<file path="src/rtl/trace_buffer_pkg.sv">
// Shared constants and types for the CPU trace buffer.
package trace_buffer_pkg;

  // One trace record is {PC, Inst, R}, 32 bits each.
  localparam int unsigned REC_W     = 96;
  localparam int unsigned REC_BYTES = 12;
  localparam int unsigned IDX_W     = 4;

  localparam int unsigned DEF_DEPTH = 8;
  localparam int unsigned DEF_DROPW = 8;

  typedef logic [REC_W-1:0] rec_t;

  typedef enum logic {
    ST_IDLE = 1'b0,
    ST_SEND = 1'b1
  } ser_state_e;

  // Record layout: PC occupies the most significant word so it is sent first.
  function automatic rec_t pack_rec(input logic [31:0] pc,
                                    input logic [31:0] inst,
                                    input logic [31:0] r);
    return {pc, inst, r};
  endfunction

endpackage

</file>
<file path="src/rtl/trace_buffer_fifo.sv">
// Register-based record FIFO with power-of-two depth and an occupancy count.
// The owner guarantees push only when not full (or with a simultaneous pop)
// and pop only when not empty.
module trace_fifo
  import trace_buffer_pkg::*;
#(
  parameter int unsigned DEPTH = DEF_DEPTH
) (
  input  logic                   clk,
  input  logic                   rst,
  input  logic                   push,
  input  logic                   pop,
  input  rec_t                   wdata,
  output rec_t                   rdata,
  output logic                   full,
  output logic                   empty,
  output logic [$clog2(DEPTH):0] level
);

  localparam int unsigned AW = $clog2(DEPTH);
  localparam int unsigned LW = AW + 1;

  rec_t          mem_q [DEPTH];
  rec_t          mem_d [DEPTH];
  logic [AW-1:0] wptr_q, wptr_d;
  logic [AW-1:0] rptr_q, rptr_d;
  logic [LW-1:0] count_q, count_d;

  assign rdata = mem_q[rptr_q];
  assign full  = (count_q == LW'(DEPTH));
  assign empty = (count_q == '0);
  assign level = count_q;

  // Next-state for storage, pointers (wrap naturally at DEPTH) and count.
  always_comb begin
    mem_d   = mem_q;
    wptr_d  = wptr_q;
    rptr_d  = rptr_q;
    count_d = count_q;
    if (push) begin
      mem_d[wptr_q] = wdata;
      wptr_d        = wptr_q + 1'b1;
    end
    if (pop) begin
      rptr_d = rptr_q + 1'b1;
    end
    case ({push, pop})
      2'b10:   count_d = count_q + 1'b1;
      2'b01:   count_d = count_q - 1'b1;
      default: count_d = count_q;
    endcase
  end

  // Pointer and count registers with synchronous reset.
  always_ff @(posedge clk) begin
    if (rst) begin
      wptr_q  <= '0;
      rptr_q  <= '0;
      count_q <= '0;
    end else begin
      wptr_q  <= wptr_d;
      rptr_q  <= rptr_d;
      count_q <= count_d;
    end
  end

  // Record storage; contents are don't-care until written, so no reset.
  always_ff @(posedge clk) begin
    mem_q <= mem_d;
  end

endmodule

</file>
<file path="src/rtl/trace_buffer.sv">
// CPU trace buffer: captures {PC, Inst, R} per enabled cycle into a FIFO and
// streams each record out MSB-first as 12 bytes over a valid/ready port.
// Records arriving while the FIFO is full are dropped and counted.
module trace_buffer
  import trace_buffer_pkg::*;
#(
  parameter int unsigned DEPTH = DEF_DEPTH,
  parameter int unsigned DROPW = DEF_DROPW
) (
  input  logic                   Clk,
  input  logic                   Clr,
  input  logic                   En,
  input  logic [31:0]            PC,
  input  logic [31:0]            Inst,
  input  logic [31:0]            R,
  output logic [7:0]             Dout,
  output logic                   Dvalid,
  input  logic                   Dready,
  output logic [$clog2(DEPTH):0] Level,
  output logic                   Ovf,
  output logic [DROPW-1:0]       Drops
);

  localparam logic [IDX_W-1:0] LAST_IDX = IDX_W'(REC_BYTES - 1);

  logic fifo_push;
  logic fifo_pop;
  logic fifo_full;
  logic fifo_empty;
  rec_t fifo_head;
  logic drop;

  ser_state_e       state_q, state_d;
  logic [IDX_W-1:0] idx_q, idx_d;
  rec_t             sh_q, sh_d;
  logic             dvalid_q, dvalid_d;
  logic             ovf_q, ovf_d;
  logic [DROPW-1:0] drops_q, drops_d;

  trace_fifo #(
    .DEPTH (DEPTH)
  ) u_fifo (
    .clk   (Clk),
    .rst   (Clr),
    .push  (fifo_push),
    .pop   (fifo_pop),
    .wdata (pack_rec(PC, Inst, R)),
    .rdata (fifo_head),
    .full  (fifo_full),
    .empty (fifo_empty),
    .level (Level)
  );

  // The shift register is cleared whenever the serializer goes idle, so its
  // top byte doubles as Dout and reads zero while Dvalid is low.
  assign Dout   = sh_q[REC_W-1 -: 8];
  assign Dvalid = dvalid_q;
  assign Ovf    = ovf_q;
  assign Drops  = drops_q;

  // Serializer: load a record from the FIFO, shift out one byte per transfer,
  // and chain straight into the next record without a bubble.
  always_comb begin
    state_d  = state_q;
    idx_d    = idx_q;
    sh_d     = sh_q;
    fifo_pop = 1'b0;
    case (state_q)
      ST_IDLE: begin
        if (!fifo_empty) begin
          fifo_pop = 1'b1;
          sh_d     = fifo_head;
          idx_d    = '0;
          state_d  = ST_SEND;
        end
      end
      ST_SEND: begin
        if (Dready) begin
          if (idx_q == LAST_IDX) begin
            idx_d = '0;
            if (!fifo_empty) begin
              fifo_pop = 1'b1;
              sh_d     = fifo_head;
            end else begin
              sh_d    = '0;
              state_d = ST_IDLE;
            end
          end else begin
            sh_d  = sh_q << 8;
            idx_d = idx_q + 1'b1;
          end
        end
      end
      default: begin
        state_d = ST_IDLE;
        idx_d   = '0;
        sh_d    = '0;
      end
    endcase
    dvalid_d = (state_d == ST_SEND);
  end

  // Capture and overflow: a push into a full FIFO is accepted only when the
  // serializer pops on the same edge; otherwise it is dropped and counted.
  always_comb begin
    fifo_push = En && (!fifo_full || fifo_pop);
    drop      = En && fifo_full && !fifo_pop;
    ovf_d     = ovf_q;
    drops_d   = drops_q;
    if (drop) begin
      ovf_d = 1'b1;
      if (drops_q != '1) begin
        drops_d = drops_q + 1'b1;
      end
    end
  end

  // Serializer FSM and its registered outputs; reset aborts any record.
  always_ff @(posedge Clk) begin
    if (Clr) begin
      state_q  <= ST_IDLE;
      idx_q    <= '0;
      sh_q     <= '0;
      dvalid_q <= 1'b0;
    end else begin
      state_q  <= state_d;
      idx_q    <= idx_d;
      sh_q     <= sh_d;
      dvalid_q <= dvalid_d;
    end
  end

  // Sticky overflow flag and saturating drop counter, cleared only by reset.
  always_ff @(posedge Clk) begin
    if (Clr) begin
      ovf_q   <= 1'b0;
      drops_q <= '0;
    end else begin
      ovf_q   <= ovf_d;
      drops_q <= drops_d;
    end
  end

endmodule

</file>
<file path="config.mk">
export PLATFORM = sky130hd
export DESIGN_NAME = trace_buffer
export DESIGN_NICKNAME = d
export VERILOG_FILES = /design/src/rtl/trace_buffer_pkg.sv /design/src/rtl/trace_buffer_fifo.sv /design/src/rtl/trace_buffer.sv
export SDC_FILE = /design/constraint.sdc
export NUM_CORES = 1
export LEC_CHECK = 0
export ABC_AREA = 1
export BUFFER_PORTS_ARGS = -buffer_cell sky130_fd_sc_hd__buf_2
export CAP_MARGIN = 20
export CORE_ASPECT_RATIO = 0.75
export CORE_MARGIN = 3
export CORE_UTILIZATION = 50
export CTS_CLUSTER_DIAMETER = 40
export DETAILED_ROUTE_END_ITERATION = 16
export PLACE_DENSITY = 0.71
export RECOVER_POWER = 25
export SLEW_MARGIN = 20
export SYNTH_ARGS = -nofsm -noshare
export SYNTH_HDL_FRONTEND = slang
export SYNTH_SLANG_ARGS = --single-unit
export TNS_END_PERCENT = 50
</file>
<file path="constraint.sdc">
create_clock -name Clk -period 16 [get_ports Clk]
set_clock_uncertainty 0.1 [all_clocks]
set_input_delay 3.2 -clock Clk [delete_from_list [all_inputs] [get_ports Clk]]
set_output_delay 3.2 -clock Clk [all_outputs]
set_load 0.02 [all_outputs]
</file>
* Yosys cells after proc, flatten, opt, wreduce, memory -nomap -nowiden *
Cells that the tools add are included.
Widths: inputs -> output; s select.

storage, ports and cells
  input bits = 100
  register bits = 888
  output and inout bits = 22
  word-level logic and storage cells = 69

cells by class
  add/subtract/negate cells = 6
  eq/ne operators = 7
  order comparisons = 3
  multiplexer cells = 23
  bitwise logic cells = 3
  reductions and logical operators = 11

operators by type and width
  kind                 count
  $bwmux 768           1
  $mux 96              7
  $bmux 96 s3          1
  $demux 96 s3         1
  $pmux 96 s2          1
  $pmux 4 s2           2
  $mux 4               3
  $add 4x1->4 const B  2
  $add 8x1->8 const B  1
  $eq 4x4->1 const B   2
  $ge 4x4->1 const B   2
  $ne 8x8->1 const B   1
  $not 3->4            2
  $add 3x1->3 const B  2
  $mux 1               5
  $logic_and 1x1->1    4
  $logic_not 4->1      1
  $lt 4x1->1 const B   1
  $ne 2x2->1 const B   2
  $pmux 1 s2           2
  $reduce_and 2->1     2
  $sub 4x1->4 const B  1
  $eq 2x1->1 const B   1
  $eq 2x2->1 const B   1
  4 further kinds      5

* Depth between registers and ports, before layout *
Gate-level depths: netlist (run 1).

  word-level depth = 9
  mapped depth = 15
  mapped depth without buffers = 15

* Cells and area by module *
From an unflattened synthesis (run 1), not the netlist that was laid out.

second synthesis, totals
  cell total of the unflattened synthesis = 2915
  area total of the unflattened synthesis = 35368.9 sq um

by module, submodules not included
  module        times used  area an instance (sq um)  cells an instance  seq. area each (sq um)
  trace_fifo    1           30409.2                   2242               23262.3
  trace_buffer  1           4959.8                    673                2202.1

* Worst setup path after synthesis (run 1) *
OpenSTA, ideal clock, no wires.

  path kind = input-to-reg
  start point = in Dready
  end point = reg u_fifo.mem_q[100] in the netlist's numbering (enable)
  data required time = 15.348 ns
  path buffers = 0
  arrival = 7.847 ns
  slack = 7.502 ns
  cell stages on the path = 5
  setup time = 0.552 ns
  path through = nand4_1 -> nand3_1 -> nand2_2 -> or2_1 -> nor2_1

on the way
  word-level cells in the longest chain between the ends = 4

RTL lines
  what                    line                     source
  start: declaration      trace_buffer.sv:18       input logic Dready,
  $mux 1                  trace_buffer.sv:78       if (Dready) begin
  $pmux 1 s2              trace_buffer.sv:68       case (state_q)
  $logic_or 1x1->1        trace_buffer.sv:106      fifo_push = En && (!fifo_full || fifo_pop);
  $logic_and 1x1->1       trace_buffer.sv:106
  end signal: assignment  trace_buffer_fifo.sv:69  mem_q <= mem_d;
  end: declaration        trace_buffer_fifo.sv:23  rec_t mem_q [DEPTH];

Every way passes these cells.
A chain may end at the register's enable or synchronous reset.

* Worst setup path after layout (run 1) *
  start point = in Dready
  end point = reg u_fifo.mem_q[439] in the netlist's numbering (enable)

Same word-level chain as after synthesis.

==> reports/metrics.csv, run 1 <==
metric,value,unit
CTS-repair resized insts,0,
Worst VDD drop,0.184,mV
"top cells by count, synth","edfxtp_1 (768), nor2_1 (674), o21ai_0 (393)",
Post-Syn Nets,3251,
GR Overflow Total,0,
CP Max Fanout,49,
Worst Hold Path Cells,2,
"Cell Area, Synth",35800,um2
Fillers,5615,
CTS Buffer Depth,3,
Die W,315,um
vias in the first global route,23091,
final core utilization,56.8,%
Least-Margin Pin Slew,1.15,ns
ys flop type,edfxtp_1,
fin nets,3291,
Net Sw Frac,34.0,%
top-count cell post-synth,edfxtp_1,
clock-pin slew on the worst setup and hold paths,0.06,ns
"area leader, netlist",edfxtp_1,
Hold Crit Class,reg2reg,
placed cell areas,36900,um2
full die area,74900,um2
register share of total power,41.2,%
Antenna Nets Post-Route,0,
Port Buffer Count,121,
CTS tree,yes,
final worst-path cycle share,35.2,%
GP Congestion,0.776,
die height,238,um
Via Count,23914,
final critical-path required period,5.64,ns
Yosys warning count,0,
Clock Power Share,33.2,%
Synth top area share,64.4,%
Synth cell types,31,
P_int,4470,uW
Worst Setup Path Type,in2reg,
synthesis-to-finish area growth,11.9,%
CP Launch Point,Dready,
Core ar.,70500,um2
H-tree level count,3,
Final Instance Area,40100,um2
CP Capture Type,flop,
CP required,16.18,ns
Fmax,0.177,GHz
FF-to-FF Start,u_fifo.rptr_q[0]$_SDFFE_PP0P_,
Clock Latency Late Sink,0.67,ns
crit path capture,u_fifo.mem_q[439]$_DFFE_PP_,
postcts setup bufs,0,
#FFs+latches synth,888,
Final setup viols,0,
First-pass DRT Iterations,7,
max cap viols,0,
Clock Sinks,888,
DRT iter0 DRCs,2804,
Post-synth EDFFs,768,
DR WL/cell,20.6,um
CTS Buf Count,98,
relative slew slack,23.1,%
I/O Pins,122,
outcome,finished clean,
share of cells above drive strength 1,8.69,%
Lkg Pwr,0.0138,uW
CTS Root Cell,clkbuf_16,
initial antenna violation count,11,
first-pass GRT wire length,135000,um
Sw Pwr,2310,uW
RSZ-0062 raised after global routing,no,
post-place setup slack,9.71,ns
Final Max Tran Viols,0,
setup ws final,10.36,ns
Inst Count DP,4030,
Mapped Cells,3144,
largest net degree at the start of global routing,218,
Final HPWL DP,44700,um
FP Rows,84,
Total GRT Usage,23.1,%
syn_area_per_cell,11.4,um2
Final Hold Viols,0,
cts hold-fix bufs,0,
vias per std cell,5.67,
Worst Path Arrival,5.81,ns
residual DRC count,0,
logic gate share of total power,25.6,%
worst r2r path cells,7,
FF-to-FF End,sh_q[40]$_SDFFE_PP0P_,
routed wire length,87000,um
synth top area cells,"edfxtp_1 (64%), nor2_1 (7.1%), dfxtp_1 (6.7%), o21ai_0 (5.5%), nand3_1 (4.2%)",
"FFs w/ async S/R, synth",0,%
Pwr Density,169,nW/um2
setup total negative slack,0,ns
FF-to-FF setup slack,11.92,ns
Final Non-Filler Cells,4221,
register area share after synthesis,71.1,%
Critical Path Start Type,input port,
Initial Utilization,50.8,%
[per-layer routing]
layer	track usage [%]	vias up	wire (um)
met2	35.1	1089	39200
met1	33.7	11510	37900
met3	5.44	145	8230
met4	6.29	12	1640
li1	-	11158	-
met5	0	-	81
[how the worst min path moves through the flow]
stage / end / slack (ns) / from
after CTS: Ovf$_SDFFE_PP0P_ / 0.37 / Ovf$_SDFFE_PP0P_
after detailed placement: Ovf$_SDFFE_PP0P_ / 0.36 / Ovf$_SDFFE_PP0P_
after global routing: sh_q[0]$_SDFFE_PP0P_ / 0.41 / sh_q[0]$_SDFFE_PP0P_
after floorplan: sh_q[0]$_SDFFE_PP0P_ / 0.35 / sh_q[0]$_SDFFE_PP0P_
final: Ovf$_SDFFE_PP0P_ / 0.36 / Ovf$_SDFFE_PP0P_
after global placement: Ovf$_SDFFE_PP0P_ / 0.35 / Ovf$_SDFFE_PP0P_
[area by class of cell]
cell class	instances	area, um2	area share (%)
multi-input combinational	1952	8950	22.3
clock inverter	74	741	1.85
antenna	5	12.5	0.0312
sequential	888	25500	63.6
tap	946	1180	2.95
clock buffer	112	2550	6.35
timing repair buffer	155	825	2.06
inverter	89	352	0.877
[placed cells by master (no fill, tap or decap), types with 3 or more instances in the layout]
master	synthesis	final
clkinv_1	2	13
a21oi_1	117	117
clkbuf_1	79	76
nor3_1	3	3
o21ai_1	31	31
nand4_1	5	5
nor2_1	674	666
o21a_1	31	31
buf_2	64	56
o21ai_0	393	393
o211ai_1	57	57
nand2_1	314	314
bufinv_16	0	6
inv_8	0	6
nor2_4	0	8
xnor2_1	3	3
buf_4	46	31
clkinv_2	0	11
inv_1	79	78
dfxtp_4	0	3
clkinvlp_4	0	15
inv_2	7	6
edfxtp_1	768	768
clkinv_4	0	9
nand3_1	304	304
xor2_1	3	3
diode_2	0	5
inv_6	1	12
ha_1	7	7
inv_16	0	3
dfxtp_1	120	116
clkbuf_16	0	99
[registers in the layout (all words and copies together) (netlist names), 3 cells and up]
register	cells
Drops	8
sh_q	96
idx_q	4
u_fifo.wptr_q	3
u_fifo.level	4
u_fifo.rptr_q	3
u_fifo.mem_q	768
[through the flow]
stage | total power, uW | hold slack [ns]
global route | 7120 | 0.406
global placement | 4510 | 0.347
CTS | 6790 | 0.368
floorplan | 4130 | 0.345
finish | 6770 | 0.364
detailed placement | 4550 | 0.355
[logic make-up (layout without fill, tap and decap cells)]
kind of cell	Yosys count	after routing	synth area share [%]
compound gates	629	629	9.40
xor+xnor	6	6	0.147
fa+ha+maj	7	7	0.245
buf+inv	304	430	4.13
flops	888	888	71.1
other cells	0	5	0
simple gates	1310	1310	15.0
[worst max-delay path, cell delays in order]
cell	delay, ns
buf_2	0.10
nand4_1	0.15
nand3_1	0.16
nand2_2	0.15
inv_1	0.10
nand2_1	0.22
nor2_4	0.87
buf_4	0.80
[power by group through the flow]
stage / Sequential (uW) / Combinational, uW / Clock, uW
final: 2790 / 1730 / 2250
after global routing: 2800 / 1950 / 2370
after CTS: 2790 / 1740 / 2270
after detailed placement: 2830 / 1720 / 0
after global placement: 2830 / 1680 / 0
after floorplan: 2790 / 1340 / 0
Power figures use the tool's default switching activity.
==> run 2, diff against run 1 <==
--- a/config.mk
+++ b/config.mk
@@ -13,7 +13,7 @@
 export CORE_UTILIZATION = 50
 export CTS_CLUSTER_DIAMETER = 40
 export DETAILED_ROUTE_END_ITERATION = 16
-export PLACE_DENSITY = 0.71
+export PLACE_DENSITY = 0.74
 export RECOVER_POWER = 25
 export SLEW_MARGIN = 20
 export SYNTH_ARGS = -nofsm -noshare
==> constraint.sdc (replaced) <==
create_clock -name Clk -period 4.7 [get_ports Clk]
set_clock_uncertainty 0.1 [all_clocks]
set_input_delay 0.94 -clock Clk [delete_from_list [all_inputs] [get_ports Clk]]
set_output_delay 0.94 -clock Clk [all_outputs]
set_load 0.02 [all_outputs]
==> run 2 against run 1 <==
Critical path depth is 6 lower; critical path type is now reg2out; utilization is 0.70 points higher; non-clock buffer count is 8 higher; sequential power grew to 3.4 times the previous value; final area is 1.2% higher.
==> reports/metrics.csv, run 2 (synthesized netlist as in run 1, its figures left out) <==
metric,value,unit
P_int,16000,uW
Net Sw Frac,32.8,%
FP Rows,84,
share of cells above drive strength 1,9.18,%
Least-Margin Pin Slew,1.02,ns
Biggest register,u_fifo.mem_q,
fin nets,3304,
routed wire length,86100,um
Fillers,5456,
Multi-input gate area,8950,um2
die height,238,um
residual DRC count,0,
register area,25500,um2
Worst Setup Path Type,reg2out,
final worst-path cycle share,66.8,%
cts hold-fix bufs,0,
DR WL/cell,20.3,um
Clock Power Share,35.1,%
synthesis-to-finish area growth,13.3,%
CP Max Fanout,20,
Critical Path Start Type,flop,
Overall Power,23800,uW
DRT iter0 DRCs,2903,
Final setup viols,0,
CTS Root Cell,clkbuf_16,
Total GRT Usage,22.8,%
largest net degree at the start of global routing,159,
Hold Crit Class,reg2reg,
I/O Pins,122,
max cap viols,0,
most frequent cells in the layout,"edfxtp_1 (768), nor2_1 (666), o21ai_0 (393)",
GR Overflow Total,0,
CTS Buf Count,103,
Antenna Nets Post-Route,0,
max reg flops,768,
outcome,finished clean,
Fmax,0.318,GHz
Die W,315,um
Final Max Tran Viols,0,
H-tree level count,3,
Worst Path Arrival,2.10,ns
CTS Buffer Depth,3,
full die area,74900,um2
CP Capture Type,primary output,
Final Hold Viols,0,
first-pass GRT wire length,133000,um
Clock Sinks,888,
CP required,3.66,ns
Port Buffer Count,121,
Sw Pwr,7780,uW
CTS tree,yes,
initial antenna violation count,5,
postcts setup bufs,0,
RSZ-0062 raised after global routing,no,
"most common cell after layout, fill and taps aside",edfxtp_1,
setup total negative slack,0,ns
logic gate share of total power,24.5,%
CTS-repair resized insts,0,
Lkg Pwr,0.0141,uW
register share of total power,40.4,%
Pwr Density,586,nW/um2
Clock Latency Late Sink,0.67,ns
vias in the first global route,22722,
clock-pin slew on the worst setup and hold paths,0.06,ns
First-pass DRT Iterations,6,
final critical-path required period,3.14,ns
Initial Utilization,50.8,%
Core ar.,70500,um2
relative slew slack,31.8,%
Via Count,24106,
Worst VDD drop,0.445,mV
GP Congestion,0.778,
Final HPWL DP,44700,um
vias per std cell,5.69,
## run 2: stage by stage
stage	setup WS, ns	instance area (um2)	hold slack (ns)	instances	utilization [%]
after global routing	1.52	40600	0.407	4237	57.5
after global placement	1.42	37000	0.347	4038	52.5
after CTS	1.59	40600	0.376	4234	57.6
after detailed placement	1.38	37000	0.361	4038	52.5
final	1.56	40600	0.379	4238	57.5
after floorplan	-1.54	35800	0.345	3144	-
## run 2: power groups by stage
stage	sequential, uW	clock, uW	combinational [uW]
CTS	9580	8410	5820
finish	9600	8330	5830
global route	9640	8730	6530
floorplan	9490	0	4570
global placement	9720	0	5620
detailed placement	9730	0	5750
## run 2: critical path, cell delays in order (launching register included)
cell and delay, ns:
dfxtp_2 0.72, buf_4 0.45, buf_2 0.25
## run 2: worst paths after layout
| kind | start | to | slack (ns) | cells past startpoint |
|---|---|---|---|---|
| setup / recovery | Dvalid$_SDFF_PP0_ | Dvalid | 1.56 | 2 |
| hold / removal | Ovf$_SDFFE_PP0P_ | Ovf$_SDFFE_PP0P_ | 0.38 | 2 |
| setup reg to reg | idx_q[0]$_SDFFE_PP0P_ | u_fifo.mem_q[739]$_DFFE_PP_ | 1.80 | 7 |
| hold reg to reg | Ovf$_SDFFE_PP0P_ | Ovf$_SDFFE_PP0P_ | 0.38 | 2 |
## run 2: final cells by class
class,count,share of cell area [%]
clock buffer,133,6.83
multi-input combinational,1952,22.1
antenna,4,0.0247
tap,946,2.92
timing repair buffer,163,2.40
sequential,888,62.8
inverter,89,0.866
clock inverter,63,2.11
## run 2: layer usage
layer,part of all wire [%],global-route usage [%],up-vias
li1,-,-,11177
met4,2.1,6.57,2
met1,44,34.0,11578
met2,45,34.3,1197
met3,9.7,4.52,152
met5,0.010,0,-
